## src/rtl/conv3x3_stream.sv

```systemverilog
// conv3x3_stream: streaming 3x3 "valid" convolution over an IMG_W x IMG_H frame.
// Two line buffers feed a 3x3 window; a signed runtime kernel drives a 9-tap MAC.
module conv3x3_stream #(
    parameter int IMG_W  = 8,
    parameter int IMG_H  = 8,
    parameter int DATA_W = 8,
    parameter int ACC_W  = 20
) (
    input  logic                     clk,
    input  logic                     reset,
    input  logic                     k_we,
    input  logic [3:0]               k_addr,
    input  logic signed [DATA_W-1:0] k_data,
    input  logic                     pix_valid,
    input  logic [DATA_W-1:0]        pix_data,
    output logic                     pix_ready,
    output logic                     out_valid,
    output logic signed [ACC_W-1:0]  out_data,
    output logic                     out_last,
    input  logic                     out_ready,
    output logic                     busy,
    output logic                     frame_done
);

    localparam int CW = (IMG_W > 1) ? $clog2(IMG_W) : 1;
    localparam int RW = (IMG_H > 1) ? $clog2(IMG_H) : 1;
    localparam int PW = 2 * DATA_W + 1;

    typedef enum logic {
        IDLE,
        RUN
    } state_e;

    state_e                   state_q;
    logic                     busy_q;
    logic                     frame_done_q;
    logic                     out_valid_q;
    logic                     out_last_q;
    logic signed [ACC_W-1:0]  out_data_q;

    logic signed [DATA_W-1:0] k_q   [9];
    logic signed [DATA_W-1:0] k_d   [9];
    logic [DATA_W-1:0]        lb0_q [IMG_W];
    logic [DATA_W-1:0]        lb1_q [IMG_W];
    logic [DATA_W-1:0]        win_q [3][3];
    logic [DATA_W-1:0]        win_d [3][3];
    logic [CW-1:0]            col_q;
    logic [CW-1:0]            col_d;
    logic [RW-1:0]            row_q;
    logic [RW-1:0]            row_d;
    logic signed [PW-1:0]     prod  [9];
    logic signed [ACC_W-1:0]  acc;

    logic accept;
    logic produce;
    logic col_end;
    logic row_end;
    logic last_hs;

    assign pix_ready = !out_valid_q || out_ready;
    assign accept    = pix_valid && pix_ready;
    assign col_end   = (col_q == CW'(IMG_W - 1));
    assign row_end   = (row_q == RW'(IMG_H - 1));
    assign produce   = accept && (row_q >= RW'(2)) && (col_q >= CW'(2));
    assign last_hs   = out_valid_q && out_ready && out_last_q;

    always_comb begin
        col_d = col_q;
        row_d = row_q;
        if (accept) begin
            if (col_end) begin
                col_d = '0;
                row_d = row_end ? '0 : row_q + RW'(1);
            end else begin
                col_d = col_q + CW'(1);
            end
        end
    end

    // A write landing with the first pixel of a frame must already apply.
    always_comb begin
        for (int i = 0; i < 9; i++) begin
            k_d[i] = k_q[i];
            if (k_we && !busy_q && (k_addr == 4'(i)))
                k_d[i] = k_data;
        end
    end

    always_comb begin
        for (int r = 0; r < 3; r++) begin
            win_d[r][0] = win_q[r][1];
            win_d[r][1] = win_q[r][2];
        end
        win_d[0][2] = lb1_q[col_q];
        win_d[1][2] = lb0_q[col_q];
        win_d[2][2] = pix_data;
    end

    always_comb begin
        acc = '0;
        for (int i = 0; i < 9; i++) begin
            prod[i] = PW'($signed({1'b0, win_d[i / 3][i % 3]})) * PW'(k_d[i]);
            acc     = acc + ACC_W'(prod[i]);
        end
    end

    always_ff @(posedge clk or negedge reset) begin
        if (!reset) begin
            col_q <= '0;
            row_q <= '0;
            for (int i = 0; i < 9; i++)
                k_q[i] <= '0;
            for (int i = 0; i < IMG_W; i++) begin
                lb0_q[i] <= '0;
                lb1_q[i] <= '0;
            end
            for (int r = 0; r < 3; r++)
                for (int c = 0; c < 3; c++)
                    win_q[r][c] <= '0;
        end else begin
            for (int i = 0; i < 9; i++)
                k_q[i] <= k_d[i];
            if (accept) begin
                col_q        <= col_d;
                row_q        <= row_d;
                lb1_q[col_q] <= lb0_q[col_q];
                lb0_q[col_q] <= pix_data;
                win_q        <= win_d;
            end
        end
    end

    always_ff @(posedge clk or negedge reset) begin
        if (!reset) begin
            out_valid_q <= 1'b0;
            out_data_q  <= '0;
            out_last_q  <= 1'b0;
        end else if (produce) begin
            out_valid_q <= 1'b1;
            out_data_q  <= acc;
            out_last_q  <= row_end && col_end;
        end else if (out_ready) begin
            out_valid_q <= 1'b0;
            out_last_q  <= 1'b0;
        end
    end

    // Back-to-back frames: a new accept on the final handshake keeps RUN.
    always_ff @(posedge clk or negedge reset) begin
        if (!reset) begin
            state_q      <= IDLE;
            busy_q       <= 1'b0;
            frame_done_q <= 1'b0;
        end else begin
            frame_done_q <= last_hs;
            case (state_q)
                IDLE: begin
                    if (accept) begin
                        state_q <= RUN;
                        busy_q  <= 1'b1;
                    end
                end
                RUN: begin
                    if (last_hs && !accept) begin
                        state_q <= IDLE;
                        busy_q  <= 1'b0;
                    end
                end
                default: begin
                    state_q <= IDLE;
                    busy_q  <= 1'b0;
                end
            endcase
        end
    end

    assign out_valid  = out_valid_q;
    assign out_data   = out_data_q;
    assign out_last   = out_last_q;
    assign busy       = busy_q;
    assign frame_done = frame_done_q;

endmodule

```

## config.mk

```make
export PLATFORM = sky130hd
export DESIGN_NAME = conv3x3_stream
export DESIGN_NICKNAME = d
export VERILOG_FILES = /design/src/rtl/conv3x3_stream.sv
export SDC_FILE = /design/constraint.sdc
export NUM_CORES = 2
export LEC_CHECK = 0
export ABC_AREA = 1
export BUFFER_PORTS_ARGS = -buffer_cell sky130_fd_sc_hd__buf_4
export CORE_ASPECT_RATIO = 1.2
export CORE_UTILIZATION = 35
export CTS_CLUSTER_SIZE = 20
export DETAILED_ROUTE_END_ITERATION = 8
export GPL_ROUTABILITY_DRIVEN = 0
export PLACE_DENSITY = 0.51
export REMOVE_ABC_BUFFERS = 1
export SYNTH_ARGS = -nofsm -noshare
export SYNTH_HDL_FRONTEND = slang
export SYNTH_SLANG_ARGS = --single-unit
```

## constraint.sdc

```tcl
create_clock -name clk -period 24.6 [get_ports clk]
set_clock_uncertainty 0.05 [all_clocks]
set_input_delay 3.69 -clock clk [delete_from_list [all_inputs] [get_ports clk]]
set_output_delay 3.69 -clock clk [all_outputs]
set_load 0.01 [all_outputs]
```

==> results.py <==
metrics = {
    "clock_tree": {
        "clk_pin_slew_ns": 0.05,
        "cts-buffers-inserted": 39,
        "max-clock-path-buffers": 3,
        "worstSkewPairLatency_ns": 0.60,
        "cts.repair.resized": 0,
        "post_cts_buffers": 0,
        "cts_hold_buf": 0,
        "clock-sinks": 279,
        "cts_tree": "yes",
        "clockRootBuffer": "clkbuf_16",
        "h-tree-depth": 2,
    },
    "critical_path": {
        "slowest_delay_ns": 0.64,
        "cp.arrival_ns": 12.28,
        "worst-endpoint-required_ns": 25.00,
        "cp_common_cell": "fa_1",
        "startpoint": "k_we",
        "cp_slowest_cell": "o21ai_1",
        "crit_type": "in2reg",
        "start_kind": "primary input",
        "rr_startpoint": "col_q[1]",
        "crit_path_max_fanout": 16,
        "endpoint_kind": "flop",
    },
    "synthesis": {
        "syn_area_um2": 33600,
        "yosysWarningCount": 0,
        "synthDistinctLibCells": 47,
        "seq_area_frac_synth_pct": 20.8,
        "syn_avg_cell_area_um2": 8.73,
        "syn_inst": 3847,
        "synth_seq_cells": 279,
    },
    "routing": {
        "vias": 24400,
        "drc": 0,
        "vias_per_cell": 4.74,
        "drt_iter0_drc": 1564,
        "totalWireLength_mm": 108,
        "wl_per_cell_um": 21.0,
        "ant_nets": 0,
        "drt-pass1-iter-count": 5,
    },
    "sta": {
        "finalSetupViolations": 0,
        "worst-slew-pin-transition_ns": 1.14,
        "fin_crit_ns": 11.88,
        "whs_ns": 0.421,
        "hold_viol": 0,
        "tns_ns": 0,
        "fmax_ghz": 0.0842,
        "rsz0062_at_grt": "no",
        "slew_headroom_pct": 23.7,
        "min_period_over_period_pct": 48.3,
        "report.final.slew_viol_count": 0,
    },
    "global_route": {
        "grt_pass1_wl_mm": 164,
        "grt_pass1_vias": 25600,
        "grt_overflow": 0,
        "grt_max_degree": 155,
        "antenna_found_initial": 1,
        "grt_usage_pct": 22.8,
    },
    "placed_design": {
        "post_dp_cell_area_um2": 35300,
        "dp_hpwl_mm": 88.8,
        "io_buffer_count": 49,
    },
    "die": {
        "fp.dieW_um": 285,
        "boundaryPins": 50,
        "dieArea_um2": 97200,
        "die_h_um": 341,
        "core_um2": 95100,
        "core.rowCount": 124,
        "start_util_pct": 35.3,
    },
    "layout": {
        "layout-drive-gt1-share_pct": 7.14,
        "fillers": 9925,
        "synthToLayoutAreaGrowth_pct": 8.77,
        "final_cell_mix": "inv_1, nand2_1, fa_1",
        "multi_input_area_um2": 22400,
        "antenna_cells": 0,
        "stdcell_area_um2": 36500,
        "final_common_cell": "inv_1",
        "final_nets": 4763,
        "seqCellArea_um2": 6980,
    },
    "run": {
        "maxCapViolCount": 0,
    },
    "hold_path": {
        "hold_start": "k_q[19]",
        "hold_class": "reg2reg",
    },
    "run_status": {
        "status": "finished, final reports clean",
    },
}
[final cells by class]
| type | instances | area share (%) |
|---|---|---|
| Clock inverter | 15 | 0.346 |
| Multi-Input combinational cell | 2468 | 61.3 |
| Clock buffer | 56 | 3.15 |
| Inverter | 1011 | 10.4 |
| Timing Repair Buffer | 66 | 1.41 |
| Tap cell | 1260 | 4.32 |
| Sequential cell | 279 | 19.1 |
[cell usage after synthesis, drive strengths merged]
cell,n,area share (%)
a221oi,1,0.045
mux2,1,0.034
clkinv,5,0.056
and2,5,0.093
o31ai,1,0.022
ha,303,11
dfrtp,279,21
fa,570,34
o22ai,4,0.074
a31oi,2,0.037
o21bai,2,0.045
or2,19,0.35
buf,55,0.95
a21boi,1,0.022
nand3,38,0.63
nor3,6,0.12
o21ai,296,5.5
a21oi,57,0.85
nand3b,3,0.067
nor2,485,5.5
nand4,2,0.082
o21a,1,0.022
clkbuf,34,0.39
a21o,2,0.045
o221ai,1,0.045
xor2,3,0.078
nor4,2,0.082
nand2,657,7.4
xnor2,6,0.16
inv,1006,11
[state kept, by name, summed over array words and instances, names as in the netlist, 3 cells and up]
signal	flops
lb0_q	64
row_q	3
lb1_q	64
out_data	20
win_d	48
col_q	3
k_q	72
[metal layers]
layer | wire, um | global-route usage (%)
met2 | 53100 | 39.5
met5 | 0 | 0
met3 | 4900 | 2.65
met1 | 46200 | 29.5
met4 | 4040 | 7.74
[worst max-delay path: cells and delay by family]
| family | cells | cell delay, ns |
|---|---|---|
| simple gates | 8 | 1.15 |
| fa+ha+maj | 11 | 5.20 |
| buf+inv | 8 | 0.99 |
| compound gates | 4 | 1.26 |
[path summary, 6_finish.rpt]
check	slack, ns	endpoint	cells past startpoint
hold reg to reg	0.42	k_q[19]	2
setup / recovery	12.72	out_data[14]	31
max in group asynchronous	19.96	k_q[41]	2
hold / removal	0.42	k_q[19]	2
min in group asynchronous	3.07	k_q[1]	1
setup reg to reg	14.83	out_data[17]	30
[through the flow]
stage | cells | utilization (%) | setup slack (ns)
2_1_floorplan | 3758 | - | 13.41
3_3_place_gp | 5084 | 37.1 | 12.25
3_5_place_dp | 5084 | 37.1 | 12.20
4_1_cts | 5155 | 38.4 | 12.79
5_1_grt | 5155 | 38.4 | 12.32
6_report | 5155 | 38.4 | 12.72
[cells by family (layout without fill, tap and decap cells)]
group	Yosys count	after routing	share of synthesized area, %
fa+ha+maj	873	873	45.3
compound gates	368	368	6.73
xor+xnor	9	9	0.235
flops	279	279	20.8
simple gates	1217	1217	14.3
mux	1	1	0.0335
buf+inv	1100	1148	12.6
Power is left out: the tool's default activity adds up to more than one toggle a clock period on the data nets, which glitch-free logic cannot reach.
